<file path="config.mk">
export PLATFORM = sky130hd
export DESIGN_NAME = bayer_mosaic_tx_flat
export DESIGN_NICKNAME = d
export VERILOG_FILES = /design/src/rtl/bayer_mosaic_tx_pkg.sv /design/src/rtl/bayer_mosaic_tx_if.sv /design/src/rtl/bayer_mosaic_tx_timing_gen.sv /design/src/rtl/bayer_mosaic_tx.sv /design/src/flat_wrapper.sv
export SDC_FILE = /design/constraint.sdc
export NUM_CORES = 1
export LEC_CHECK = 0
export ABC_AREA = 1
export BUFFER_PORTS_ARGS = -buffer_cell sky130_fd_sc_hd__buf_2
export CORE_AREA = 4 4 72 74
export DETAILED_ROUTE_END_ITERATION = 8
export DIE_AREA = 0 0 76 78
export GPL_ROUTABILITY_DRIVEN = 0
export PLACE_DENSITY = 0.89
export SLEW_MARGIN = 20
export SYNTH_ARGS = -nofsm -noshare
export SYNTH_HDL_FRONTEND = slang
export SYNTH_SLANG_ARGS = --single-unit
</file>
<file path="constraint.sdc">
create_clock -name CLK -period 4.47 [get_ports CLK]
set_input_delay 0.6705 -clock CLK [delete_from_list [all_inputs] [get_ports CLK]]
set_output_delay 0.6705 -clock CLK [all_outputs]
set_load 0.02 [all_outputs]
</file>
<file path="src/rtl/bayer_mosaic_tx_pkg.sv">
// rtl/bayer_mosaic_tx_pkg.sv - shared types, Bayer pattern codes and channel select for bayer_mosaic_tx
package bayer_mosaic_tx_pkg;

   localparam int PIX_W = 10;

   typedef enum logic [2:0] {
      ST_IDLE,
      ST_WAIT_SOF,
      ST_ACTIVE,
      ST_HBLANK,
      ST_VBLANK
   } state_e;

   typedef enum logic [1:0] {
      CH_R,
      CH_G,
      CH_B
   } chan_e;

   localparam logic [1:0] PAT_GRBG = 2'd0;
   localparam logic [1:0] PAT_RGGB = 2'd1;
   localparam logic [1:0] PAT_BGGR = 2'd2;
   localparam logic [1:0] PAT_GBRG = 2'd3;

   // Maps {row[0],col[0]} to the colour channel sampled at that site.
   function automatic chan_e bayer_chan(input logic [1:0] pattern, input logic row0, input logic col0);
      chan_e ch;
      ch = CH_G;
      case (pattern)
         PAT_GRBG: begin
            if (!row0 && col0) ch = CH_R;
            else if (row0 && !col0) ch = CH_B;
         end
         PAT_RGGB: begin
            if (!row0 && !col0) ch = CH_R;
            else if (row0 && col0) ch = CH_B;
         end
         PAT_BGGR: begin
            if (!row0 && !col0) ch = CH_B;
            else if (row0 && col0) ch = CH_R;
         end
         default: begin
            if (!row0 && col0) ch = CH_B;
            else if (row0 && !col0) ch = CH_R;
         end
      endcase
      return ch;
   endfunction

endpackage

</file>
<file path="src/rtl/bayer_mosaic_tx_if.sv">
// rtl/bayer_mosaic_tx_if.sv - RGB pixel input handshake and Bayer raw output bundle
interface bayer_mosaic_tx_if;
   import bayer_mosaic_tx_pkg::*;

   logic [PIX_W-1:0] IN_R;
   logic [PIX_W-1:0] IN_G;
   logic [PIX_W-1:0] IN_B;
   logic             IN_SOF;
   logic             IN_VALID;
   logic             IN_READY;
   logic [PIX_W-1:0] RAW;
   logic             FVAL;
   logic             LVAL;
   logic             X;
   logic             Y;

   modport master (
      output IN_R, IN_G, IN_B, IN_SOF, IN_VALID,
      input  IN_READY, RAW, FVAL, LVAL, X, Y
   );

   modport slave (
      input  IN_R, IN_G, IN_B, IN_SOF, IN_VALID,
      output IN_READY, RAW, FVAL, LVAL, X, Y
   );

endinterface

</file>
<file path="src/rtl/bayer_mosaic_tx_timing_gen.sv">
// rtl/bayer_mosaic_tx_timing_gen.sv - frame state machine with col/row counters for bayer_mosaic_tx
module bayer_timing_gen
   import bayer_mosaic_tx_pkg::*;
#(
   parameter int H_ACTIVE = 640,
   parameter int V_ACTIVE = 480,
   parameter int H_BLANK  = 160,
   parameter int V_BLANK  = 45
) (
   input  logic   CLK,
   input  logic   RESET_N,
   input  logic   ENABLE,
   input  logic   sof_accept,
   output state_e state,
   output logic   col_lsb,
   output logic   row_lsb,
   output logic   last_row,
   output logic   frame_done
);

   localparam int LINE = H_ACTIVE + H_BLANK;
   localparam int ROWS = V_ACTIVE + V_BLANK;
   localparam int CW   = $clog2(LINE);
   localparam int RW   = $clog2(ROWS);

   localparam logic [CW-1:0] COL_ACT_END  = CW'(H_ACTIVE - 1);
   localparam logic [CW-1:0] COL_LINE_END = CW'(LINE - 1);
   localparam logic [CW-1:0] COL_DONE_PRE = CW'(LINE - 2);
   localparam logic [RW-1:0] ROW_ACT_END  = RW'(V_ACTIVE - 1);
   localparam logic [RW-1:0] ROW_FRM_END  = RW'(ROWS - 1);

   logic [CW-1:0] col;
   logic [RW-1:0] row;

   assign col_lsb  = col[0];
   assign row_lsb  = row[0];
   assign last_row = (row == ROW_ACT_END);

   // col spans the whole line period (active + blank); row continues through the
   // vertical blank lines so VBLANK reuses the same two counters.
   always_ff @(posedge CLK or negedge RESET_N) begin
      if (!RESET_N) begin
         state      <= ST_IDLE;
         col        <= '0;
         row        <= '0;
         frame_done <= 1'b0;
      end else begin
         frame_done <= 1'b0;
         case (state)
            ST_IDLE: begin
               if (ENABLE) state <= ST_WAIT_SOF;
            end
            ST_WAIT_SOF: begin
               if (sof_accept) begin
                  state <= ST_ACTIVE;
                  col   <= CW'(1);
                  row   <= '0;
               end else if (!ENABLE) begin
                  state <= ST_IDLE;
               end
            end
            ST_ACTIVE: begin
               col <= col + CW'(1);
               if (col == COL_ACT_END) state <= ST_HBLANK;
            end
            ST_HBLANK: begin
               if (col == COL_LINE_END) begin
                  col   <= '0;
                  row   <= row + RW'(1);
                  state <= last_row ? ST_VBLANK : ST_ACTIVE;
               end else begin
                  col <= col + CW'(1);
               end
            end
            ST_VBLANK: begin
               // Registered one cycle early so the pulse lands on the final blank cycle.
               if ((row == ROW_FRM_END) && (col == COL_DONE_PRE)) frame_done <= 1'b1;
               if (col == COL_LINE_END) begin
                  col <= '0;
                  if (row == ROW_FRM_END) begin
                     row   <= '0;
                     state <= ENABLE ? ST_WAIT_SOF : ST_IDLE;
                  end else begin
                     row <= row + RW'(1);
                  end
               end else begin
                  col <= col + CW'(1);
               end
            end
            default: state <= ST_IDLE;
         endcase
      end
   end

endmodule

</file>
<file path="src/rtl/bayer_mosaic_tx.sv">
// rtl/bayer_mosaic_tx.sv - RGB to Bayer raw sensor emulator: channel mux, output registers, sticky flags
module bayer_mosaic_tx
   import bayer_mosaic_tx_pkg::*;
#(
   parameter int         H_ACTIVE = 640,
   parameter int         V_ACTIVE = 480,
   parameter int         H_BLANK  = 160,
   parameter int         V_BLANK  = 45,
   parameter logic [1:0] PATTERN  = PAT_GRBG
) (
   input  logic             CLK,
   input  logic             RESET_N,
   input  logic             ENABLE,
   bayer_mosaic_tx_if.slave pix,
   output logic             FRAME_DONE,
   output logic             UNDERFLOW,
   output logic             SOF_ERR
);

   state_e           state;
   logic             col_lsb;
   logic             row_lsb;
   logic             last_row;
   logic             sof_accept;
   logic             emit;
   chan_e            chan;
   logic [PIX_W-1:0] pix_sel;

   assign sof_accept   = (state == ST_WAIT_SOF) && pix.IN_VALID && pix.IN_SOF;
   assign emit         = sof_accept || (state == ST_ACTIVE);
   assign pix.IN_READY = (state == ST_WAIT_SOF) || (state == ST_ACTIVE);
   assign chan         = bayer_chan(PATTERN, row_lsb, col_lsb);

   always_comb begin
      pix_sel = pix.IN_G;
      case (chan)
         CH_R:    pix_sel = pix.IN_R;
         CH_B:    pix_sel = pix.IN_B;
         default: pix_sel = pix.IN_G;
      endcase
   end

   bayer_timing_gen #(
      .H_ACTIVE (H_ACTIVE),
      .V_ACTIVE (V_ACTIVE),
      .H_BLANK  (H_BLANK),
      .V_BLANK  (V_BLANK)
   ) u_timing (
      .CLK        (CLK),
      .RESET_N    (RESET_N),
      .ENABLE     (ENABLE),
      .sof_accept (sof_accept),
      .state      (state),
      .col_lsb    (col_lsb),
      .row_lsb    (row_lsb),
      .last_row   (last_row),
      .frame_done (FRAME_DONE)
   );

   // FVAL bridges the horizontal blanks between lines but drops with the last line.
   always_ff @(posedge CLK or negedge RESET_N) begin
      if (!RESET_N) begin
         pix.RAW   <= '0;
         pix.FVAL  <= 1'b0;
         pix.LVAL  <= 1'b0;
         pix.X     <= 1'b0;
         pix.Y     <= 1'b0;
         UNDERFLOW <= 1'b0;
         SOF_ERR   <= 1'b0;
      end else begin
         pix.LVAL <= emit;
         pix.RAW  <= (emit && pix.IN_VALID) ? pix_sel : '0;
         pix.X    <= emit && col_lsb;
         pix.Y    <= emit && row_lsb;
         pix.FVAL <= emit || ((state == ST_HBLANK) && !last_row);
         if ((state == ST_ACTIVE) && !pix.IN_VALID) UNDERFLOW <= 1'b1;
         if ((state == ST_ACTIVE) && pix.IN_VALID && pix.IN_SOF) SOF_ERR <= 1'b1;
      end
   end

endmodule

</file>
<file path="src/flat_wrapper.sv">
// flat-port wrapper written by rule: the top's interface ports become plain ports
module bayer_mosaic_tx_flat import bayer_mosaic_tx_pkg::*;
#(
   parameter int         H_ACTIVE = 640,
   parameter int         V_ACTIVE = 480,
   parameter int         H_BLANK  = 160,
   parameter int         V_BLANK  = 45,
   parameter logic [1:0] PATTERN  = PAT_GRBG
)
  (CLK, RESET_N, ENABLE, FRAME_DONE, UNDERFLOW, SOF_ERR, pix_IN_R, pix_IN_G, pix_IN_B, pix_IN_SOF, pix_IN_VALID, pix_IN_READY, pix_RAW, pix_FVAL, pix_LVAL, pix_X, pix_Y);
  bayer_mosaic_tx_if pix_i ();
  input  logic CLK;
  input  logic RESET_N;
  input  logic ENABLE;
  output logic FRAME_DONE;
  output logic UNDERFLOW;
  output logic SOF_ERR;
  input wire logic [$bits(pix_i.IN_R)-1:0] pix_IN_R;
  input wire logic [$bits(pix_i.IN_G)-1:0] pix_IN_G;
  input wire logic [$bits(pix_i.IN_B)-1:0] pix_IN_B;
  input wire logic [$bits(pix_i.IN_SOF)-1:0] pix_IN_SOF;
  input wire logic [$bits(pix_i.IN_VALID)-1:0] pix_IN_VALID;
  output wire logic [$bits(pix_i.IN_READY)-1:0] pix_IN_READY;
  output wire logic [$bits(pix_i.RAW)-1:0] pix_RAW;
  output wire logic [$bits(pix_i.FVAL)-1:0] pix_FVAL;
  output wire logic [$bits(pix_i.LVAL)-1:0] pix_LVAL;
  output wire logic [$bits(pix_i.X)-1:0] pix_X;
  output wire logic [$bits(pix_i.Y)-1:0] pix_Y;
  assign pix_i.IN_R = pix_IN_R;
  assign pix_i.IN_G = pix_IN_G;
  assign pix_i.IN_B = pix_IN_B;
  assign pix_i.IN_SOF = pix_IN_SOF;
  assign pix_i.IN_VALID = pix_IN_VALID;
  assign pix_IN_READY = pix_i.IN_READY;
  assign pix_RAW = pix_i.RAW;
  assign pix_FVAL = pix_i.FVAL;
  assign pix_LVAL = pix_i.LVAL;
  assign pix_X = pix_i.X;
  assign pix_Y = pix_i.Y;
  bayer_mosaic_tx #(.H_ACTIVE(H_ACTIVE), .V_ACTIVE(V_ACTIVE), .H_BLANK(H_BLANK), .V_BLANK(V_BLANK), .PATTERN(PATTERN)) u_core (.CLK(CLK), .RESET_N(RESET_N), .ENABLE(ENABLE), .pix(pix_i), .FRAME_DONE(FRAME_DONE), .UNDERFLOW(UNDERFLOW), .SOF_ERR(SOF_ERR));
endmodule
</file>
=== After elaboration in Yosys (flattened, before gate mapping) ===
Index checks and enable logic that the tools add are counted.

* Register bits after elaboration: 40
* Memories kept: 0
* Logic and storage cells: 81
* Input port bits: 35
* Latch bits: 0
* Bits in read-only memories: 0
* Bits in writable memories: 0

* Div/mod/pow operators: 0
* Multiply operators: 0
* Bitwise logic cells: 0
* Equality and inequality tests: 17
* Multiplexer cells: 24
* Reductions and logical operators: 27
* Shift operators: 0
* Add/sub/neg operators: 2
* Order comparisons: 0

{| class="wikitable"
|+ Operators by type and width
! operator !! number
|-
| 2-to-1 mux 10 bit || 7
|-
| case mux 10 bit (3 select lines) || 2
|-
| == test 10 bit, second input constant || 4
|-
| 2-to-1 mux 3 bit || 8
|-
| adder 10 x 1 -> 10 bit, second input constant || 2
|-
| case mux 10 bit (2 select lines) || 1
|-
| case mux 3 bit (5 select lines) || 1
|-
| logical AND 1 bit || 12
|-
| == test 10 x 9 -> 1 bit, second input constant || 1
|-
| inequality test 2 bit, second input constant || 5
|-
| == test 3 x 2 -> 1 bit, second input constant || 2
|-
| AND reduction 6 bit || 1
|-
| nonzero test 3 bit || 2
|-
| zero test 1 bit || 4
|-
| 2-to-1 mux 2 bit || 2
|-
| AND reduction 4 bit || 1
|-
| == test 3 x 1 -> 1 bit, second input constant || 1
|-
| == test 3 bit, second input constant || 1
|-
| zero test 3 bit || 1
|-
| logical OR 1 bit || 3
|-
| 2-to-1 mux 1 bit || 3
|-
| inequality test 3 x 2 -> 1 bit, second input constant || 1
|-
| == test 2 bit, second input constant || 1
|-
| zero test 2 bit || 1
|-
| other kinds (3) || 3
|}

=== Depth between registers and ports, before layout ===
Gate-level depths: netlist of the first run.

* Word-level depth: 7
* Depth in mapped cells: 10
* Gate-level depth less buffers: 10

=== Cells and area by module ===
A second synthesis of the first run with hierarchy kept.

* Cells, all modules: 333
* Area total of the unflattened synthesis: 2537.4 µm²

{| class="wikitable"
|+ Modules (own cells, without submodules)
! module !! cells each !! times used !! area an instance (µm²)
|-
| bayer_timing_gen || 239 || 1 || 1736.7
|-
| bayer_mosaic_tx || 94 || 1 || 800.8
|}

=== Least setup slack after synthesis of the first run ===
No wires, ideal clock.

* Path kind: flip-flop to output port
* From: register u_core.u_timing.state[2]
* To: output port pix_IN_READY
* Setup slack: 2.822 ns
* Data required time: 3.799 ns
* Stages on the path, launching flop included: 4
* Arrival: 0.977 ns
* Path buffers: 0
* Cell sequence: dfrtp_1 > nor3_4 > inv_2 > nand2_1

* Cells in the longest elaborated chain, start to end: 2
* Elaborated cells on any way between the ends: 3

{| class="wikitable"
|+ Ends and longest elaborated chain
! element !! RTL line !! text
|-
| from (decl) || bayer_mosaic_tx_timing_gen.sv:14 || <nowiki>output state_e state,</nowiki>
|-
| from (signal assigned) || bayer_mosaic_tx_timing_gen.sv:70 || <nowiki>state <= last_row ? ST_VBLANK : ST_ACTIVE;</nowiki>
|-
| from (signal assigned) || bayer_mosaic_tx_timing_gen.sv:82 || <nowiki>state <= ENABLE ? ST_WAIT_SOF : ST_IDLE;</nowiki>
|-
| == test 3 x 1 -> 1 bit or == test 3 x 2 -> 1 bit (tied branches) || bayer_mosaic_tx.sv:31 || <nowiki>assign pix.IN_READY = (state == ST_WAIT_SOF) || (state == ST_ACTIVE);</nowiki>
|-
| logical OR 1 bit (*) || bayer_mosaic_tx.sv:31 ||
|-
| to (decl) || flat_wrapper.sv:23 || <nowiki>output wire logic [$bits(pix_i.IN_READY)-1:0] pix_IN_READY;</nowiki>
|}

Mark *: on every way between the ends. The rest lies on a longest branch, timed or not.

=== Worst setup path after layout of the first run ===
Ends and elaborated chain as after synthesis.

==> results.tsv, run 1 <==
metric	value	unit
postRouteAntennaNets	0	
worstPathCellList	nor3_4 > inv_2 > nand2_1 > buf_2	
required	3.80	ns
layout_common_cells	107 x nand2_1, 52 x buf_2, 40 x dfrtp_1	
final_nets	419	
hpwl	4410	um
wl	6030	um
clkTransAtPathRegs	0.07	ns
synth_cells	325	
power	1.40	mW
mostFrequentLayoutCell	nand2_1	
boundaryPins	53	
place_area	2730	um2
cts.htree.levels	2	
yosysWarnings	0	
cts_root_buf	clkbuf_8	
drv_slew	0	
p_int	0.803	mW
rows	25	
drt-initial-drc-count	282	
layout-drive-gt1-share	21.9	%
placedCellCount	425	
period_share	47.4	%
overflow	0	
synth_fp_nets	366	
syn_area	2430	um2
syn_area_per_cell	7.47	um2
dieWidth	76	um
nFillCells	377	
cts_buffer_depth	2	
die_y	78	um
grt_max_degree	41	
drc	0	
dr_total_vias	2394	
yosysUniqueCellTypes	34	
peakVddDrop	303	uV
sw_frac_of_total	42.8	%
relSlewSlack	39.7	%
maxClockFrequency	0.472	GHz
cp_max_fo	7	
setup_viol	0	
finalCriticalPeriod	2.12	ns
fin_ws	2.35	ns
tritoncts	built	
start_util	52.8	%
port_buffers	52	
grt_use_total	20.7	%
p_clk_share	23.5	%
fin_util	62.0	%
power_frac_seq	34.3	%
die-area	5930	um2
viasPerCell	5.53	
rsz0062_at_grt	false	
cts_setup_buffers	0	
grt_pass1_vias	2242	
place_ws	2.68	ns
maxCapViolations	0	
antenna_found_initial	0	
switching_power	0.600	mW
cts.sinks	40	
hold_ws	0.476	ns
crit_type	flop to output port	
firstDrtPassIters	5	
worstMarginPinSlew	0.905	ns
outcome	finished, final reports clean	
core	4600	um2
wl_per_cell	13.9	um
hold_class	flop to flop	
critical_path.endpoint_type	output port	
p_leak	1.51	nW
skew	0.00884	ns
cts_buffers	5	
n_antenna_cell	0	
p_comb_share	42.2	%
grt_pass1_wl	10200	um
synth-seq-cells	40	
fin_cells	433	
clock_latency	0.30	ns
cts_resized	0	
arrival	1.45	ns
p_per_area	492	nW/um2
hold_viol	0	
area_growth	17.4	%
design_area	2850	um2
crit_slowest_cell	dfrtp_1	
slowest_delay	0.51	ns
critPathLaunchType	flop	
cts_hold_buf	0	
yosysSeqAreaShare	41.2	%
fin_setup_tns	0	ns
final timing paths:
check                                         startpoint                       end  slack (ns)  depth (start not counted)
worst min register to register            u_core.SOF_ERR            u_core.SOF_ERR        0.48                          1
min in group asynchronous                        RESET_N    u_core.u_timing.col[7]        0.49                          1
worst min-delay path                      u_core.SOF_ERR            u_core.SOF_ERR        0.48                          1
worst max register to register    u_core.u_timing.col[0]  u_core.u_timing.state[0]        2.62                          8
worst max-delay path            u_core.u_timing.state[2]              pix_IN_READY        2.35                          4
max in group asynchronous                        RESET_N           u_core.pix.FVAL        3.41                          1
area by class of cell:
type	count	area, um2	area share (%)
Multi-Input combinational cell	244	1260	44.3
Sequential cell	40	1000	35.1
Timing Repair Buffer	52	260	9.13
Inverter	35	133	4.65
Clock buffer	7	96.3	3.38
Tap cell	54	67.6	2.37
Clock inverter	1	30.0	1.05
critical path: cells and delay by family (launching register included):
family | cells | cell delay (ns)
AND/OR/NAND/NOR | 2 | 0.38
buffers and inverters | 2 | 0.26
flip-flops | 1 | 0.51
cells by family after synthesis:
kind of cell,after synthesis,synth area share [%]
simple gates,191,36.1
flops,40,41.2
compound gates,44,11.7
xor+xnor,3,1.08
fa+ha+maj,6,3.09
buf+inv,41,6.75
sequential cells by signal (all words and copies together), names as in the netlist:
signal	flops
u_core.pix.Y	1
u_core.u_timing.row	10
u_core.u_timing.col	10
u_core.u_timing.frame_done	1
u_core.UNDERFLOW	1
u_core.u_timing.state	3
u_core.pix.RAW	10
u_core.SOF_ERR	1
u_core.pix.LVAL	1
u_core.pix.X	1
u_core.pix.FVAL	1
power by group through the flow:
stage / Clock (mW) / Combinational, mW / Sequential, mW
2_1_floorplan: 0 / 0.392 / 0.515
3_3_place_gp: 0 / 0.567 / 0.483
3_5_place_dp: 0 / 0.591 / 0.485
4_1_cts: 0.332 / 0.594 / 0.480
5_1_grt: 0.346 / 0.657 / 0.489
6_report: 0.330 / 0.592 / 0.481
cell usage after synthesis, drive strengths merged:
| cell | n | share of area (%) |
|---|---|---|
| a21oi | 14 | 2.9 |
| a22o | 10 | 3.6 |
| buf | 2 | 0.67 |
| clkbuf | 4 | 0.62 |
| clkinv | 2 | 0.36 |
| dfrtp | 40 | 41 |
| ha | 6 | 3.1 |
| inv | 33 | 5.1 |
| nand2 | 112 | 19 |
| nand3 | 28 | 6.7 |
| nand3b | 2 | 0.62 |
| nand4 | 7 | 1.8 |
| nor2 | 36 | 6.2 |
| nor3 | 3 | 1.3 |
| nor4b | 1 | 0.36 |
| o211ai | 5 | 1.5 |
| o21ai | 11 | 2.4 |
| o21bai | 3 | 0.93 |
| o221ai | 1 | 0.36 |
| or2 | 2 | 0.52 |
| xor2 | 3 | 1.1 |
layer usage:
metal	up-vias	wire, um	track usage (%)
met5	-	0	0
met4	0	114	7.30
met3	15	440	5.34
met2	93	2900	34.9
met1	1122	2570	25.4
li1	1164	-	-
(Power assumes the default switching activity.)
==> run 2: changes to the inputs <==
Settings changed: CORE_AREA 4 4 72 74 to 4 4 73 75, DIE_AREA 0 0 76 78 to 0 0 77 79, PLACE_DENSITY 0.89 to 0.88.
Clock period 4.47 ns to 2.2 ns, I/O delays scaled along.
==> results.tsv, run 2 (synthesis gave the netlist of run 1 again) <==
metric	value	unit
critical_path.endpoint_type	flop	
multi_input_area	1260	um2
power_frac_seq	35.2	%
overflow	0	
dr_total_vias	2326	
p_comb_share	42.9	%
worstMarginPinSlew	0.877	ns
p_leak	1.50	nW
power	2.77	mW
p_per_area	977	nW/um2
crit_type	flop to flop	
layout-drive-gt1-share	21.9	%
boundaryPins	53	
maxClockFrequency	0.556	GHz
cts_root_buf	clkbuf_8	
mostFrequentLayoutCell	nand2_1	
rsz0062_at_grt	false	
p_int	1.57	mW
sw_frac_of_total	43.4	%
area_growth	16.8	%
required	2.39	ns
layout_common_cells	107 x nand2_1, 52 x buf_2, 40 x dfrtp_1	
placedCellCount	425	
die_y	79	um
switching_power	1.20	mW
design_area	2840	um2
cts_buffer_depth	2	
cts.sinks	40	
grt_use_total	20.0	%
tritoncts	built	
fin_setup_tns	0	ns
finalCriticalPeriod	1.80	ns
die-area	6080	um2
reg_top3	u_core.pix.RAW x10, u_core.u_timing.col x10, u_core.u_timing.row x10	
setup_viol	0	
outcome	finished, final reports clean	
viasPerCell	5.37	
cts_hold_buf	0	
clock_latency	0.30	ns
firstDrtPassIters	4	
seq_area	1000	um2
skew	0.00547	ns
place_area	2730	um2
fin_cells	433	
cts_resized	0	
grt_pass1_wl	9960	um
peakVddDrop	705	uV
clkTransAtPathRegs	0.08	ns
fin_util	60.9	%
p_clk_share	22.0	%
dieWidth	77	um
hold_class	input port to async pin	
antenna_found_initial	0	
cts_setup_buffers	0	
grt_pass1_vias	2220	
hpwl	4360	um
drv_slew	0	
period_share	81.7	%
cts.htree.levels	2	
drt-initial-drc-count	217	
cp_max_fo	6	
port_buffers	52	
critPathLaunchType	flop	
arrival	1.99	ns
n_antenna_cell	0	
maxCapViolations	0	
start_util	52.1	%
grt_max_degree	41	
core	4660	um2
cts_buffers	5	
rows	25	
drc	0	
final_nets	419	
hold_viol	0	
wl	5780	um
nFillCells	402	
wl_per_cell	13.3	um
relSlewSlack	41.5	%
postRouteAntennaNets	0	
## run 2: changes by cell type in the layout (fill, tap and decap cells not counted), sizes merged
cell / delta
clkbuf: -2
clkinv: +1
clkinvlp: +1
## run 2: final timing paths
kind,start,endpoint,slack [ns],cells after the start
setup / recovery,u_core.u_timing.col[0],u_core.u_timing.state[0],0.40,8
hold / removal,RESET_N,u_core.u_timing.col[5],0.14,1
setup reg to reg,u_core.u_timing.col[0],u_core.u_timing.state[0],0.40,8
hold reg to reg,u_core.SOF_ERR,u_core.SOF_ERR,0.49,1
max in group asynchronous,RESET_N,u_core.u_timing.row[7],1.50,1
min in group CLK,pix_IN_VALID,u_core.UNDERFLOW,0.25,2
## run 2: metrics by stage
step	hold WS [ns]	setup slack (ns)
6_report	0.139	0.402
5_1_grt	0.246	0.241
4_1_cts	0.188	0.407
3_5_place_dp	0.469	0.429
3_3_place_gp	0.456	0.513
2_1_floorplan	0.0344	0.737
## run 2: power by group through the flow
| stage | sequential [mW] | combinational, mW | clock (mW) |
|---|---|---|---|
| 2_1_floorplan | 1.05 | 0.796 | 0 |
| 3_3_place_gp | 0.983 | 1.15 | 0 |
| 3_5_place_dp | 0.985 | 1.19 | 0 |
| 4_1_cts | 0.972 | 1.19 | 0.618 |
| 5_1_grt | 0.986 | 1.33 | 0.648 |
| 6_report | 0.974 | 1.19 | 0.609 |
## run 2: per-layer routing
layer / share of wire [%] / vias to the layer above / track usage (%)
met3: 6.9 / 8 / 4.88
met1: 43 / 1070 / 26.1
met4: 0.92 / 0 / 4.63
li1: - / 1160 / -
met5: 0 / - / 0
met2: 49 / 88 / 33.8
## run 2: cell type report
type	instances	area share, %
Multi-Input combinational cell	244	44.6
Tap cell	54	2.38
Inverter	35	4.68
Timing Repair Buffer	52	9.18
Sequential cell	40	35.3
Clock buffer	5	2.43
Clock inverter	3	1.50
## run 2: worst max-delay path, cell delays in order, from the launching register on
cell and delay (ns):
dfrtp_1 0.43, ha_1 0.25, inv_1 0.05, nor2_1 0.31, nand3_1 0.14, nand2_1 0.16, nand4_1 0.18, nand2_1 0.11
nand2_1 0.05
